==> src/rtl/ucode_fetch_sequencer_if.sv <==
// Decode-to-fetch control bundle for the microcode sequencer.
// Decode side (valid/stall/instr/pc) flows into the sequencer; fetch controls flow out.
// master = core top level, slave = sequencer.
interface ucode_fetch_sequencer_if #(
  parameter int XLEN = 32
);
  // decode stage view
  logic            valid_d;
  logic            stall_d;
  logic [31:0]     instr_d;
  logic [XLEN-1:0] pc_d;

  // fetch/control outputs
  logic            start_matmul2;
  logic            start_matmul3;
  logic            end_matmul;
  logic            save_pc;
  logic            reset_pc;
  logic            pc_mux_sel;
  logic [XLEN-1:0] pc_backup;
  logic [1:0]      im_sel;
  logic            flush_fd;
  logic [1:0]      state;
  logic            illegal_seq;
  logic            wd_timeout;

  modport master (
    output valid_d, stall_d, instr_d, pc_d,
    input  start_matmul2, start_matmul3, end_matmul, save_pc, reset_pc,
           pc_mux_sel, pc_backup, im_sel, flush_fd, state, illegal_seq, wd_timeout
  );

  modport slave (
    input  valid_d, stall_d, instr_d, pc_d,
    output start_matmul2, start_matmul3, end_matmul, save_pc, reset_pc,
           pc_mux_sel, pc_backup, im_sel, flush_fd, state, illegal_seq, wd_timeout
  );
endinterface

==> src/rtl/ucode_fetch_sequencer.sv <==
// Enters/leaves MATMUL microcode programs: saves return PC, switches IM, drives fetch mux and F/D flush.
// Latency: pulses are combinational in the hit cycle; state/im_sel/pc_backup update at the next edge.
// Backpressure: stall_d suppresses every hit; a held instruction fires once in its first unstalled cycle.
module ucode_fetch_sequencer #(
  parameter int              XLEN        = 32,
  parameter logic [XLEN-1:0] UPC_RESET   = '0,
  parameter int              MAX_UCYCLES = 1024,
  parameter int              WD_W        = 16
) (
  input logic                   clk,
  input logic                   reset,
  ucode_fetch_sequencer_if.slave bus
);

  typedef enum logic [1:0] {
    S_NORMAL = 2'b00,
    S_MM2    = 2'b01,
    S_MM3    = 2'b10
  } state_t;

  localparam logic [6:0]      OP_START2 = 7'b1111010;
  localparam logic [6:0]      OP_START3 = 7'b1111011;
  localparam logic [6:0]      OP_END    = 7'b1111100;
  localparam logic [1:0]      IM_NORMAL = 2'b00;
  localparam logic [1:0]      IM_MM2    = 2'b01;
  localparam logic [1:0]      IM_MM3    = 2'b10;
  localparam logic [WD_W-1:0] WD_LAST   = WD_W'(MAX_UCYCLES - 1);

  state_t          state_q, state_n;
  logic [1:0]      im_sel_q, im_sel_n;
  logic [XLEN-1:0] pc_backup_q, pc_backup_n;
  logic [WD_W-1:0] wd_q, wd_n;

  logic qual, hit_mm2, hit_mm3, hit_end, wd_expire;
  logic start_matmul2, start_matmul3, end_matmul, save_pc, reset_pc;
  logic pc_mux_sel, flush_fd, illegal_seq, wd_timeout;

  // The ROM entry address itself is applied by fetch; only the upper opcode bits are don't-care here.
  logic unused_bits;
  assign unused_bits = ^{bus.instr_d[31:7], UPC_RESET};

  assign qual      = bus.valid_d & ~bus.stall_d;
  assign hit_mm2   = qual & (bus.instr_d[6:0] == OP_START2);
  assign hit_mm3   = qual & (bus.instr_d[6:0] == OP_START3);
  assign hit_end   = qual & (bus.instr_d[6:0] == OP_END);
  assign wd_expire = (state_q != S_NORMAL) && (wd_q == WD_LAST);

  // State, IM select, return PC and watchdog registers; synchronous active-low reset.
  always_ff @(posedge clk) begin
    if (!reset) begin
      state_q     <= S_NORMAL;
      im_sel_q    <= IM_NORMAL;
      pc_backup_q <= '0;
      wd_q        <= '0;
    end else begin
      state_q     <= state_n;
      im_sel_q    <= im_sel_n;
      pc_backup_q <= pc_backup_n;
      wd_q        <= wd_n;
    end
  end

  // Next-state and pulse decode: entry from NORMAL, exit on END or watchdog, illegal nesting flagged.
  always_comb begin
    state_n       = state_q;
    im_sel_n      = im_sel_q;
    pc_backup_n   = pc_backup_q;
    wd_n          = wd_q;
    start_matmul2 = 1'b0;
    start_matmul3 = 1'b0;
    end_matmul    = 1'b0;
    save_pc       = 1'b0;
    reset_pc      = 1'b0;
    pc_mux_sel    = 1'b1;
    flush_fd      = 1'b0;
    illegal_seq   = 1'b0;
    wd_timeout    = 1'b0;

    case (state_q)
      S_NORMAL: begin
        wd_n = '0;
        if (hit_mm2 || hit_mm3) begin
          start_matmul2 = hit_mm2;
          start_matmul3 = hit_mm3;
          save_pc       = 1'b1;
          reset_pc      = 1'b1;
          flush_fd      = 1'b1;
          state_n       = hit_mm2 ? S_MM2 : S_MM3;
          im_sel_n      = hit_mm2 ? IM_MM2 : IM_MM3;
          pc_backup_n   = bus.pc_d + XLEN'(4);
        end else if (hit_end) begin
          illegal_seq = 1'b1;
        end
      end

      S_MM2, S_MM3: begin
        // Nested START is ignored; it can coincide with an END/timeout in the same cycle.
        illegal_seq = hit_mm2 | hit_mm3;
        if (hit_end || wd_expire) begin
          // A real END wins over the watchdog, so wd_timeout only flags a forced return.
          end_matmul = 1'b1;
          wd_timeout = ~hit_end;
          pc_mux_sel = 1'b0;
          flush_fd   = 1'b1;
          state_n    = S_NORMAL;
          im_sel_n   = IM_NORMAL;
          wd_n       = '0;
        end else begin
          // wd_q < WD_LAST here, so the increment is inherently saturating.
          wd_n = wd_q + WD_W'(1);
        end
      end

      default: begin
        state_n  = S_NORMAL;
        im_sel_n = IM_NORMAL;
        wd_n     = '0;
      end
    endcase
  end

  assign bus.start_matmul2 = start_matmul2;
  assign bus.start_matmul3 = start_matmul3;
  assign bus.end_matmul    = end_matmul;
  assign bus.save_pc       = save_pc;
  assign bus.reset_pc      = reset_pc;
  assign bus.pc_mux_sel    = pc_mux_sel;
  assign bus.pc_backup     = pc_backup_q;
  assign bus.im_sel        = im_sel_q;
  assign bus.flush_fd      = flush_fd;
  assign bus.state         = state_q;
  assign bus.illegal_seq   = illegal_seq;
  assign bus.wd_timeout    = wd_timeout;

endmodule

==> src/flat_wrapper.sv <==
// flat-port wrapper written by rule: the top's interface ports become plain ports
module ucode_fetch_sequencer_flat 
#(
  parameter int              XLEN        = 32,
  parameter logic [XLEN-1:0] UPC_RESET   = '0,
  parameter int              MAX_UCYCLES = 1024,
  parameter int              WD_W        = 16
)
  (clk, reset, bus_valid_d, bus_stall_d, bus_instr_d, bus_pc_d, bus_start_matmul2, bus_start_matmul3, bus_end_matmul, bus_save_pc, bus_reset_pc, bus_pc_mux_sel, bus_pc_backup, bus_im_sel, bus_flush_fd, bus_state, bus_illegal_seq, bus_wd_timeout);
  ucode_fetch_sequencer_if #(.XLEN(XLEN)) bus_i ();
  input logic clk;
  input logic reset;
  input wire logic [$bits(bus_i.valid_d)-1:0] bus_valid_d;
  input wire logic [$bits(bus_i.stall_d)-1:0] bus_stall_d;
  input wire logic [$bits(bus_i.instr_d)-1:0] bus_instr_d;
  input wire logic [$bits(bus_i.pc_d)-1:0] bus_pc_d;
  output wire logic [$bits(bus_i.start_matmul2)-1:0] bus_start_matmul2;
  output wire logic [$bits(bus_i.start_matmul3)-1:0] bus_start_matmul3;
  output wire logic [$bits(bus_i.end_matmul)-1:0] bus_end_matmul;
  output wire logic [$bits(bus_i.save_pc)-1:0] bus_save_pc;
  output wire logic [$bits(bus_i.reset_pc)-1:0] bus_reset_pc;
  output wire logic [$bits(bus_i.pc_mux_sel)-1:0] bus_pc_mux_sel;
  output wire logic [$bits(bus_i.pc_backup)-1:0] bus_pc_backup;
  output wire logic [$bits(bus_i.im_sel)-1:0] bus_im_sel;
  output wire logic [$bits(bus_i.flush_fd)-1:0] bus_flush_fd;
  output wire logic [$bits(bus_i.state)-1:0] bus_state;
  output wire logic [$bits(bus_i.illegal_seq)-1:0] bus_illegal_seq;
  output wire logic [$bits(bus_i.wd_timeout)-1:0] bus_wd_timeout;
  assign bus_i.valid_d = bus_valid_d;
  assign bus_i.stall_d = bus_stall_d;
  assign bus_i.instr_d = bus_instr_d;
  assign bus_i.pc_d = bus_pc_d;
  assign bus_start_matmul2 = bus_i.start_matmul2;
  assign bus_start_matmul3 = bus_i.start_matmul3;
  assign bus_end_matmul = bus_i.end_matmul;
  assign bus_save_pc = bus_i.save_pc;
  assign bus_reset_pc = bus_i.reset_pc;
  assign bus_pc_mux_sel = bus_i.pc_mux_sel;
  assign bus_pc_backup = bus_i.pc_backup;
  assign bus_im_sel = bus_i.im_sel;
  assign bus_flush_fd = bus_i.flush_fd;
  assign bus_state = bus_i.state;
  assign bus_illegal_seq = bus_i.illegal_seq;
  assign bus_wd_timeout = bus_i.wd_timeout;
  ucode_fetch_sequencer #(.XLEN(XLEN), .UPC_RESET(UPC_RESET), .MAX_UCYCLES(MAX_UCYCLES), .WD_W(WD_W)) u_core (.clk(clk), .reset(reset), .bus(bus_i));
endmodule
==> config.mk <==
export PLATFORM = sky130hd
export DESIGN_NAME = ucode_fetch_sequencer_flat
export DESIGN_NICKNAME = d
export VERILOG_FILES = /design/src/rtl/ucode_fetch_sequencer_if.sv /design/src/rtl/ucode_fetch_sequencer.sv /design/src/flat_wrapper.sv
export SDC_FILE = /design/constraint.sdc
export NUM_CORES = 1
export LEC_CHECK = 0
export BUFFER_PORTS_ARGS = -buffer_cell sky130_fd_sc_hd__buf_2
export CORE_ASPECT_RATIO = 1.75
export CORE_MARGIN = 2
export CORE_UTILIZATION = 30
export DETAILED_ROUTE_END_ITERATION = 10
export SLEW_MARGIN = 30
export SYNTH_ARGS = -nofsm -noshare
export SYNTH_HDL_FRONTEND = slang
export SYNTH_SLANG_ARGS = --single-unit
==> constraint.sdc <==
create_clock -name clk -period 3.17 [get_ports clk]
set_input_delay 0.4755 -clock clk [delete_from_list [all_inputs] [get_ports clk]]
set_output_delay 0.4755 -clock clk [all_outputs]
set_load 0.005 [all_outputs]
## Yosys cells after proc, flatten, opt, wreduce, memory -nomap -nowiden

Index checks and enable logic that the tools add are counted.

| storage, ports and cells | value |
|---|---|
| register bits after elaboration | 50 |
| bits of input ports | 68 |
| output and inout port bits | 45 |
| word-level logic and storage cells | 51 |

| cells by class | value |
|---|---|
| add/subtract/negate cells | 2 |
| eq/ne operators | 8 |
| muxes and demuxes | 20 |
| bitwise gates (word level) | 9 |
| reduce and logical (&&, ||, !) cells | 9 |

Operators with widths:

| cell | number |
|---|---|
| adder 32 x 3 -> 32 bit (second input constant) | 1 |
| == test 7 bit (second input constant) | 3 |
| adder 16 x 1 -> 16 bit (second input constant) | 1 |
| == test 16 x 10 -> 1 bit (second input constant) | 1 |
| two-way mux 1 bit | 14 |
| two-way mux 2 bit | 3 |
| bitwise AND 1 bit | 4 |
| != test 2 x 1 -> 1 bit (second input constant) | 2 |
| NOT 1 bit | 4 |
| case mux 1 bit (2 select lines) | 2 |
| case mux 2 bit (2 select lines) | 1 |
| AND reduction 2 bit | 2 |
| OR reduction 3 bit | 1 |
| == test 2 x 1 -> 1 bit (second input constant) | 1 |
| == test 2 bit (second input constant) | 1 |
| zero test 2 bit | 1 |
| logical OR 1 bit | 2 |
| nonzero test 2 bit | 1 |
| OR reduction 2 bit | 1 |
| logical AND 1 bit | 1 |
| bitwise OR 1 bit | 1 |

## Depth between registers and ports, before layout

Gate-level depths: netlist (run 1).

| depth | value |
|---|---|
| depth after elaboration | 6 |
| depth in mapped cells | 8 |
| mapped depth without buffers | 7 |

## Least setup slack after synthesis (run 1)

Ideal clock, no wire load.

| path | value |
|---|---|
| path kind | register -> output |
| from | register u_core.state_q[0], in the netlist u_core.bus.state[0] |
| to | output port bus_flush_fd |
| data arrival time | 1.946 ns |
| required time | 2.694 ns |
| slack | 0.748 ns |
| stages on the path, launching flop included | 8 |
| path buffers | 0 |
| cell sequence | dfxtp_1 -> inv_1 -> ha_1 -> or4_1 -> nor4_1 -> and2_1 -> o21ai_0 -> a21oi_1 |

| on the way | value |
|---|---|
| longest elaborated chain between the ends | 5 |

Ends and longest elaborated chain:

| item | line | source |
|---|---|---|
| start: declaration | ucode_fetch_sequencer.sv:29 | `state_t state_q, state_n;` |
| start signal: assignment | ucode_fetch_sequencer.sv:56 | `state_q <= state_n;` |
| nonzero test 2 bit | ucode_fetch_sequencer.sv:46 | `assign wd_expire = (state_q != S_NORMAL) && (wd_q == WD_LAST);` |
| logical AND 1 bit | ucode_fetch_sequencer.sv:46 |  |
| logical OR 1 bit | ucode_fetch_sequencer.sv:99 | `if (hit_end \|\| wd_expire) begin` |
| two-way mux 1 bit | ucode_fetch_sequencer.sv:99 |  |
| case mux 1 bit (2 select lines) * | ucode_fetch_sequencer.sv:79 | `case (state_q)` |
| end: declaration | flat_wrapper.sv:25 | `output wire logic [$bits(bus_i.flush_fd)-1:0] bus_flush_fd;` |

Every way passes the cells marked *; elsewhere a longest branch is shown, timed or not.

## Final worst setup path (run 1)

Ends and elaborated chain as after synthesis.

==> results of run 1 <==
cells in the mapped netlist (all sizes together):
cell type  number  area share, %
nor2b           2           0.49
nor4            7            1.7
o211a          11            4.3
a32oi           1           0.34
nand3b          2           0.58
nor3           14            4.1
and4            4            1.4
clkbuf          8            1.2
buf             7            1.9
and2            2           0.49
xor2           19            6.5
nand3          17            3.5
a21oi          19            3.7
nor2           24            3.5
o21ai          21            4.1
inv            10            1.5
nand2          35            5.3
and3            6            1.5
dfxtp          50             39
a211oi          1           0.49
xnor2          22            7.5
ha              4            1.9
nor3b           1           0.29
clkinv          1           0.15
nand4          10            2.4
or4             4            1.3
a21boi          3           0.87
or2             1           0.24
sequential cells by signal, summed over array words and instances (netlist names):
signal and cells:
u_core.bus.pc_backup 32, u_core.wd_q 16, u_core.bus.state 2
layout by cell type, fill, tap and decap left out, types with 5 or more instances in the layout:
cell type	n
clkbuf_16	5
inv_1	10
a21oi_1	19
nor3_1	8
and3_1	6
dfxtp_1	50
nor3_2	5
o211a_1	11
nor2_1	24
buf_2	87
xor2_1	19
nand4_1	10
o21ai_0	21
xnor2_1	22
nand2_1	33
nor4_1	7
nand3_1	16
worst max path at each step:
| stage | slack, ns | to |
|---|---|---|
| after global placement | 0.55 | bus_flush_fd |
| after floorplan | 0.75 | bus_flush_fd |
| after detailed placement | 0.57 | bus_flush_fd |
| final | 0.28 | bus_flush_fd |
| after CTS | 0.25 | bus_flush_fd |
| after global routing | 0.12 | bus_flush_fd |
stage by stage:
| step | total power, W | instance area, µm² | cells |
|---|---|---|---|
| 3_3_place_gp | 0.000735 | 3100 | 496 |
| 6_report | 0.00126 | 3240 | 504 |
| 4_1_cts | 0.00128 | 3240 | 504 |
| 2_1_floorplan | 0.000684 | 2570 | 306 |
| 3_5_place_dp | 0.000737 | 3100 | 496 |
| 5_1_grt | 0.00131 | 3240 | 504 |
kinds of logic (layout without fill, tap and decap cells):
family,Yosys count,after routing,share of synthesized area (%)
simple gates,129,129,26.8
fa+ha+maj,4,4,1.94
compound gates,56,56,13.8
flops,50,50,38.9
buf+inv,26,109,4.67
xor+xnor,41,41,14.0
power by group:
| part | switching (W) | internal (W) | leakage [nW] |
|---|---|---|---|
| Sequential | 0.000000832 | 0.000630 | 0.403 |
| Clock | 0.000224 | 0.000313 | 0.0739 |
| Combinational | 0.0000526 | 0.0000393 | 0.970 |
| Total | 0.000278 | 0.000982 | 1.45 |
worst register-to-register path: cells and delay by family, from the launching register on:
family	cells	cell delay, ns
fa+ha+maj	1	0.24
simple gates	4	1.37
flops	1	0.38
buf+inv	1	0.06
compound gates	1	0.19
layer usage:
metal | global-route usage [%] | vias up | share of wire, %
met5 | 0 | - | 0
met4 | 5.56 | 0 | 2.2
met3 | 3.34 | 9 | 3.7
met2 | 26.2 | 47 | 54
met1 | 14.3 | 1198 | 40
li1 | - | 1235 | -
layout make-up:
cell class                 instances  area, µm²
timing repair buffer              90        458
multi-input combinational        230       1450
tap                              115        144
sequential                        50       1000
fill                             876       5070
clock inverter                     1       5.00
clock buffer                       7        143
inverter                          11       41.3
==> flow_summary.yaml, run 1 <==
setup_path:
  critPathLaunchType: "flip-flop"
  rr_worst_depth: 7
  endpoint_kind: "output pin"
  path_depth: 8
  crit_fanout: 5
  path_delay_family: "simple AND/OR/NAND/NOR gates"
  cp_slowest_stage_delay_ns: 0.52
  crit_path_start: "u_core.bus.state[0]"
  required_ns: 2.69
  r2r-start: "u_core.bus.state[0]"
  cp.arrival_ns: 2.41
  slowest_stage: "or4_1"
  critical_path_class: "reg2out"
  rrSetupSlack_ns: 0.80
  crit_chain: "inv_1 > ha_1 > or4_1 > nor4_1 > and2_1 > o21ai_0 > a21oi_1 > buf_2"
  critPathBufInv: 2
  regToRegEndpoint: "u_core.wd_q[9]"
outcome:
  status: "finished, final reports clean"
route:
  via_count: 2489
  antenna_left: 0
  drcViolationCount: 0
  routed_via_density: 4.94
  drt_pre_antenna_iters: 4
  drt-total-wl_mm: 6.46
  first_iter_violations: 79
  wire_per_inst_um: 12.8
cts:
  cts-htree-levels: 2
  cts_sinks: 50
  cts_tree: "done"
  hold_buffers: 0
  cts.path.max_buffers: 2
  clk_pin_slew_ns: 0.06
  clkLatencyLatePin_ns: 0.28
  post_cts_buffers: 0
  ctsRootBufferMaster: "clkbuf_16"
  cts-buffers-inserted: 5
  cts_resized: 0
grt:
  antenna_found_initial: 0
  grt_pass1_wl_mm: 10.4
  grt_use_total_pct: 14.0
  grt_pass1_vias: 2388
  grt_overflow: 0
  grt_start_max_net_pins: 39
timing:
  worst_slack_ns: 0.285
  final_hold_viol_count: 0
  hold_ws_ns: 0.435
  setup_viol: 0
  period_share_pct: 91.0
  rsz0062_at_grt: "no"
  drv_slew: 0
  relSlewSlack_pct: 53.4
  tightest_slew_ns: 0.692
  period_minus_slack_ns: 2.89
  tns_ns: 0
  timing.fmax_ghz: 0.347
  fin_skew_ns: 0.00275
power_and_ir_drop:
  ir_drop_uv: 363
  powerDensity_mw_per_mm2: 388
  cellLeakagePower_nw: 1.45
die:
  die_w_um: 74.0
  ios: 113
  initial_utilization_pct: 31.0
  dieArea_mm2: 0.00937
  num_rows: 44
  die_height_um: 127
  coreArea_mm2: 0.00831
yosys:
  synthCells: 306
  netlist_area_mm2: 0.00257
  ys_seq_area_share_pct: 38.9
  synth_fp_nets: 378
  synth_seq_cells: 50
  synth_area_per_cell_um2: 8.41
  yosysUniqueCellTypes: 35
  yosys_warnings: 0
job:
  maxCapViolations: 0
finish:
  fin_nets: 460
  final_core_util_pct: 39.0
  diodes: 0
  drive_above_1_share_pct: 28.0
  area_growth_pct: 26.1
placed_design:
  dpl.hpwl_mm: 4.97
  place_congestion: 0.763
  port_buffers: 87
  place_ws_ns: 0.569
worst_hold_path:
  worstHoldEndpoint: "u_core.bus.pc_backup[1]"
  hold_depth: 3
  hp-start: "bus_pc_d[1]"
  hold_class: "in2reg"
(Power assumes the default switching activity.)
==> run 2: changes to the inputs <==
--- a/config.mk
+++ b/config.mk
@@ -9,6 +9,7 @@
 export CORE_ASPECT_RATIO = 1.75
 export CORE_MARGIN = 2
 export CORE_UTILIZATION = 30
+export CTS_BUF_LIST = sky130_fd_sc_hd__clkbuf_8
 export DETAILED_ROUTE_END_ITERATION = 10
 export SLEW_MARGIN = 30
 export SYNTH_ARGS = -nofsm -noshare
==> run 2 against run 1 <==
Against the previous run:
- combinational power about the same
- critical path depth unchanged
- worst setup slack got worse by 0.023 ns
- maximum frequency is 0.79% lower
==> flow_summary.yaml, run 2 (synthesized netlist as in run 1, its figures left out) <==
finish:
  fin_nets: 460
  multi_input_area_mm2: 0.00145
  register_area_mm2: 0.00100
  diodes: 0
  drive_above_1_share_pct: 28.0
  area_growth_pct: 23.9
  largest_reg_flops: 32
  fillers: 878
  layout_common_cells: "buf_2 (87), dfxtp_1 (50), nand2_1 (33)"
  layout.cells.most_common: "buf_2"
grt:
  grt_pass1_vias: 2380
  grt_overflow: 0
  grt_pass1_wl_mm: 10.3
  antenna_found_initial: 0
  grt_start_max_net_pins: 39
  grt_use_total_pct: 14.0
route:
  via_count: 2470
  first_iter_violations: 78
  wl_met2_mm: 3.51
  antenna_left: 0
  wl_met3_um: 249
  routed_via_density: 4.90
  drcViolationCount: 0
  drt_pre_antenna_iters: 4
  drt-total-wl_mm: 6.40
  wl_met1_mm: 2.50
  routed.top_layer: "met4"
  wire_per_inst_um: 12.7
cts:
  cts-buffers-inserted: 5
  cts_tree: "done"
  post_cts_buffers: 0
  ctsRootBufferMaster: "clkbuf_8"
  clkLatencyLatePin_ns: 0.30
  cts.path.max_buffers: 2
  clk_pin_slew_ns: 0.09
  cts_resized: 0
  cts_sinks: 50
  hold_buffers: 0
  cts-htree-levels: 2
timing:
  timing.fmax_ghz: 0.344
  relSlewSlack_pct: 52.7
  final_hold_viol_count: 0
  tightest_slew_ns: 0.703
  rsz0062_at_grt: "no"
  period_share_pct: 91.7
  period_minus_slack_ns: 2.91
  tns_ns: 0
  fin_skew_ns: 0.00358
  setup_viol: 0
  drv_slew: 0
setup_path:
  slowest_stage: "or4_1"
  endpoint_kind: "output pin"
  required_ns: 2.69
  cp_slowest_stage_delay_ns: 0.52
  crit_chain: "inv_1 > ha_1 > or4_1 > nor4_1 > and2_1 > o21ai_0 > a21oi_1 > buf_2"
  critPathLaunchType: "flip-flop"
  crit_fanout: 5
  cp.arrival_ns: 2.43
  critical_path_class: "reg2out"
placed_design:
  place_congestion: 0.763
  dpl.hpwl_mm: 4.97
  port_buffers: 87
die:
  die_height_um: 127
  num_rows: 44
  initial_utilization_pct: 31.0
  ios: 113
  dieArea_mm2: 0.00937
  coreArea_mm2: 0.00831
  die_w_um: 74.0
power_and_ir_drop:
  swShare_pct: 23.8
  power.share.clock_pct: 34.7
  power_frac_comb_pct: 8.3
  powerDensity_mw_per_mm2: 346
  ir_drop_uv: 317
  seq_power_share_pct: 57.0
  p_switching_w: 0.000262
  cellLeakagePower_nw: 1.43
  power_w: 0.00110
  p_int_w: 0.000842
worst_hold_path:
  hold_class: "in2reg"
outcome:
  status: "finished, final reports clean"
job:
  maxCapViolations: 0
## run 2: cell types whose count changed in the layout (fill, tap and decap cells not counted)
cell / previous run / this run
inv_1: 10 / 11
clkbuf_8: 1 / 6
clkbuf_16: 5 / 0
clkbuf_1: 1 / 0
## run 2: final timing paths
check                           from                      end  slack, ns  cells after the start
max reg2reg      u_core.bus.state[0]           u_core.wd_q[3]       0.81                      7
min reg2reg  u_core.bus.pc_backup[1]  u_core.bus.pc_backup[1]       0.47                      2
min                      bus_pc_d[1]  u_core.bus.pc_backup[1]       0.41                      3
max              u_core.bus.state[0]             bus_flush_fd       0.26                      8
## run 2: area by class of cell
type / instances / area share [%]
Tap cell: 115 / 4.51
Inverter: 11 / 1.30
Clock inverter: 2 / 0.275
Multi-Input combinational cell: 230 / 45.6
Timing Repair Buffer: 90 / 14.4
Sequential cell: 50 / 31.4
Clock buffer: 6 / 2.59
## run 2: critical path, delay by kind of cell, from the launching register on
kind	cells	cell delay, ns
buf+inv	2	0.19
compound gates	2	0.29
simple gates	3	1.03
fa+ha+maj	1	0.24
flops	1	0.39
## run 2: power groups by stage
stage / Sequential [W] / Clock (W) / Combinational [W]
3_5_place_dp: 0.000645 / 0 / 0.0000920
5_1_grt: 0.000630 / 0.000425 / 0.000101
3_3_place_gp: 0.000645 / 0 / 0.0000904
2_1_floorplan: 0.000645 / 0 / 0.0000395
6_report: 0.000630 / 0.000383 / 0.0000916
4_1_cts: 0.000630 / 0.000402 / 0.0000927
## run 2: metal layers
| layer | vias up | global-route usage (%) |
|---|---|---|
| met1 | 1178 | 14.2 |
| li1 | 1234 | - |
| met2 | 49 | 26.1 |
| met4 | 0 | 5.56 |
| met3 | 9 | 3.34 |
| met5 | - | 0 |
## run 2: per-stage QoR
stage | hold slack (ns) | util (%) | cell area [µm²] | instances | setup WS (ns)
finish | 0.414 | 38.4 | 3190 | 504 | 0.262
global route | 0.416 | 38.4 | 3190 | 504 | 0.0835
CTS | 0.406 | 38.4 | 3190 | 504 | 0.215
detailed placement | 0.458 | 37.3 | 3100 | 496 | 0.569
global placement | 0.450 | 37.3 | 3100 | 496 | 0.551
floorplan | 0.430 | - | 2570 | 306 | 0.748
==> run 3: changes to the inputs <==
==> constraint.sdc (replaced) <==
create_clock -name clk -period 3.65 [get_ports clk]
set_input_delay 0.5475 -clock clk [delete_from_list [all_inputs] [get_ports clk]]
set_output_delay 0.5475 -clock clk [all_outputs]
set_load 0.005 [all_outputs]
==> run 3 against run 2 <==
Against the previous run:
- utilization unchanged
- via count decreased by 1.9%
- hold slack improved by 0.059 ns
- critical path type unchanged
- register-to-register slack improved by 0.42 ns
==> flow_summary.yaml, run 3 (synthesized netlist as in run 1, its figures left out) <==
power_and_ir_drop:
  cellLeakagePower_nw: 1.43
  swShare_pct: 24.1
  seq_power_share_pct: 56.8
  p_switching_w: 0.000232
  p_int_w: 0.000731
  power_w: 0.000963
  power_frac_comb_pct: 8.3
  powerDensity_mw_per_mm2: 302
  ir_drop_uv: 189
  power.share.clock_pct: 35.0
finish:
  fin_nets: 460
  area_growth_pct: 23.9
  layout_common_cells: "buf_2 (87), dfxtp_1 (50), nand2_1 (33)"
  diodes: 0
  layout.cells.most_common: "buf_2"
  fillers: 882
  largest_reg_flops: 32
  final_core_util_pct: 38.4
  drive_above_1_share_pct: 28.0
route:
  drt-total-wl_mm: 6.47
  drt_pre_antenna_iters: 4
  drcViolationCount: 0
  first_iter_violations: 125
  routed_via_density: 4.81
  via_count: 2422
  antenna_left: 0
  wire_per_inst_um: 12.8
die:
  die_w_um: 74.0
  ios: 113
  initial_utilization_pct: 31.0
  num_rows: 44
  dieArea_mm2: 0.00937
  die_height_um: 127
  coreArea_mm2: 0.00831
grt:
  grt_pass1_vias: 2229
  grt_overflow: 0
  grt_start_max_net_pins: 39
  grt_pass1_wl_mm: 10.2
  antenna_found_initial: 0
  grt_use_total_pct: 14.1
setup_path:
  cp.arrival_ns: 2.48
  endpoint_kind: "output pin"
  crit_path_start: "u_core.bus.state[0]"
  crit_fanout: 5
  critPathLaunchType: "flip-flop"
  slowest_stage: "or4_1"
  cp_slowest_stage_delay_ns: 0.52
  regToRegEndpoint: "u_core.wd_q[13]"
  path_delay_family: "simple AND/OR/NAND/NOR gates"
  critical_path_class: "reg2out"
  r2r-start: "u_core.bus.state[0]"
  crit_chain: "inv_1 > ha_1 > or4_1 > nor4_1 > and2_1 > o21ai_0 > a21oi_1 > buf_2"
  rrSetupSlack_ns: 1.23
  required_ns: 3.10
  critPathBufInv: 2
  rr_worst_depth: 7
worst_hold_path:
  worstHoldEndpoint: "u_core.bus.pc_backup[1]"
  hp-start: "u_core.bus.pc_backup[1]"
  hold_depth: 2
  hold_class: "reg2reg"
placed_design:
  port_buffers: 87
  place_congestion: 0.786
  place_ws_ns: 0.915
  dpl.hpwl_mm: 4.89
timing:
  period_share_pct: 82.9
  drv_slew: 0
  tightest_slew_ns: 0.701
  setup_viol: 0
  timing.fmax_ghz: 0.331
  tns_ns: 0
  fin_skew_ns: 0.00803
  rsz0062_at_grt: "no"
  hold_ws_ns: 0.472
  worst_slack_ns: 0.626
  period_minus_slack_ns: 3.02
  relSlewSlack_pct: 52.9
  final_hold_viol_count: 0
cts:
  ctsRootBufferMaster: "clkbuf_8"
  cts_sinks: 50
  cts_tree: "done"
  cts-buffers-inserted: 5
  post_cts_buffers: 0
  clkLatencyLatePin_ns: 0.31
  hold_buffers: 0
  cts_resized: 0
  cts-htree-levels: 2
  clk_pin_slew_ns: 0.09
  cts.path.max_buffers: 2
outcome:
  status: "finished, final reports clean"
job:
  maxCapViolations: 0
==> run 3: layer usage <==
layer | part of all wire [%] | routed length [µm] | track usage, %
met4 | 1.4 | 90 | 4.28
met1 | 40 | 2590 | 14.8
met3 | 4.1 | 264 | 3.49
met2 | 55 | 3530 | 26.4
met5 | 0 | 0 | 0
==> run 3: tightest hold or removal path: stages (launching register included) <==
cell	delay, ns
dfxtp_1	0.32
nand2_1	0.05
a21boi_0	0.06
==> run 3: worst max path at each step <==
stage | to | slack, ns | cells past startpoint
6_report | bus_flush_fd | 0.63 | 8
3_5_place_dp | bus_flush_fd | 0.91 | 8
5_1_grt | bus_flush_fd | 0.35 | 8
3_3_place_gp | bus_flush_fd | 0.93 | 8
4_1_cts | bus_flush_fd | 0.56 | 8
2_1_floorplan | bus_flush_fd | 1.16 | 7
==> run 3: per-stage QoR <==
stage / instances / area, µm²
2_1_floorplan: 306 / 2570
3_3_place_gp: 496 / 3100
3_5_place_dp: 496 / 3100
4_1_cts: 504 / 3190
5_1_grt: 504 / 3190
6_report: 504 / 3190
==> run 3: power by group through the flow <==
| stage | clock (W) | sequential [W] | combinational, W |
|---|---|---|---|
| after floorplan | 0 | 0.000560 | 0.0000343 |
| after global placement | 0 | 0.000560 | 0.0000784 |
| after detailed placement | 0 | 0.000560 | 0.0000794 |
| after CTS | 0.000355 | 0.000547 | 0.0000798 |
| after global routing | 0.000371 | 0.000548 | 0.0000881 |
| final | 0.000337 | 0.000547 | 0.0000795 |
==> run 3: layout make-up <==
type                    instances  area, µm²  area share, %
repair buffers                 90        458           14.4
inverters                      11       41.3           1.30
well taps                     115        144           4.51
flip-flops and latches         50       1000           31.4
multi-input cells             230       1450           45.6
clock inverters                 2       8.76          0.275
clock buffers                   6       82.6           2.59
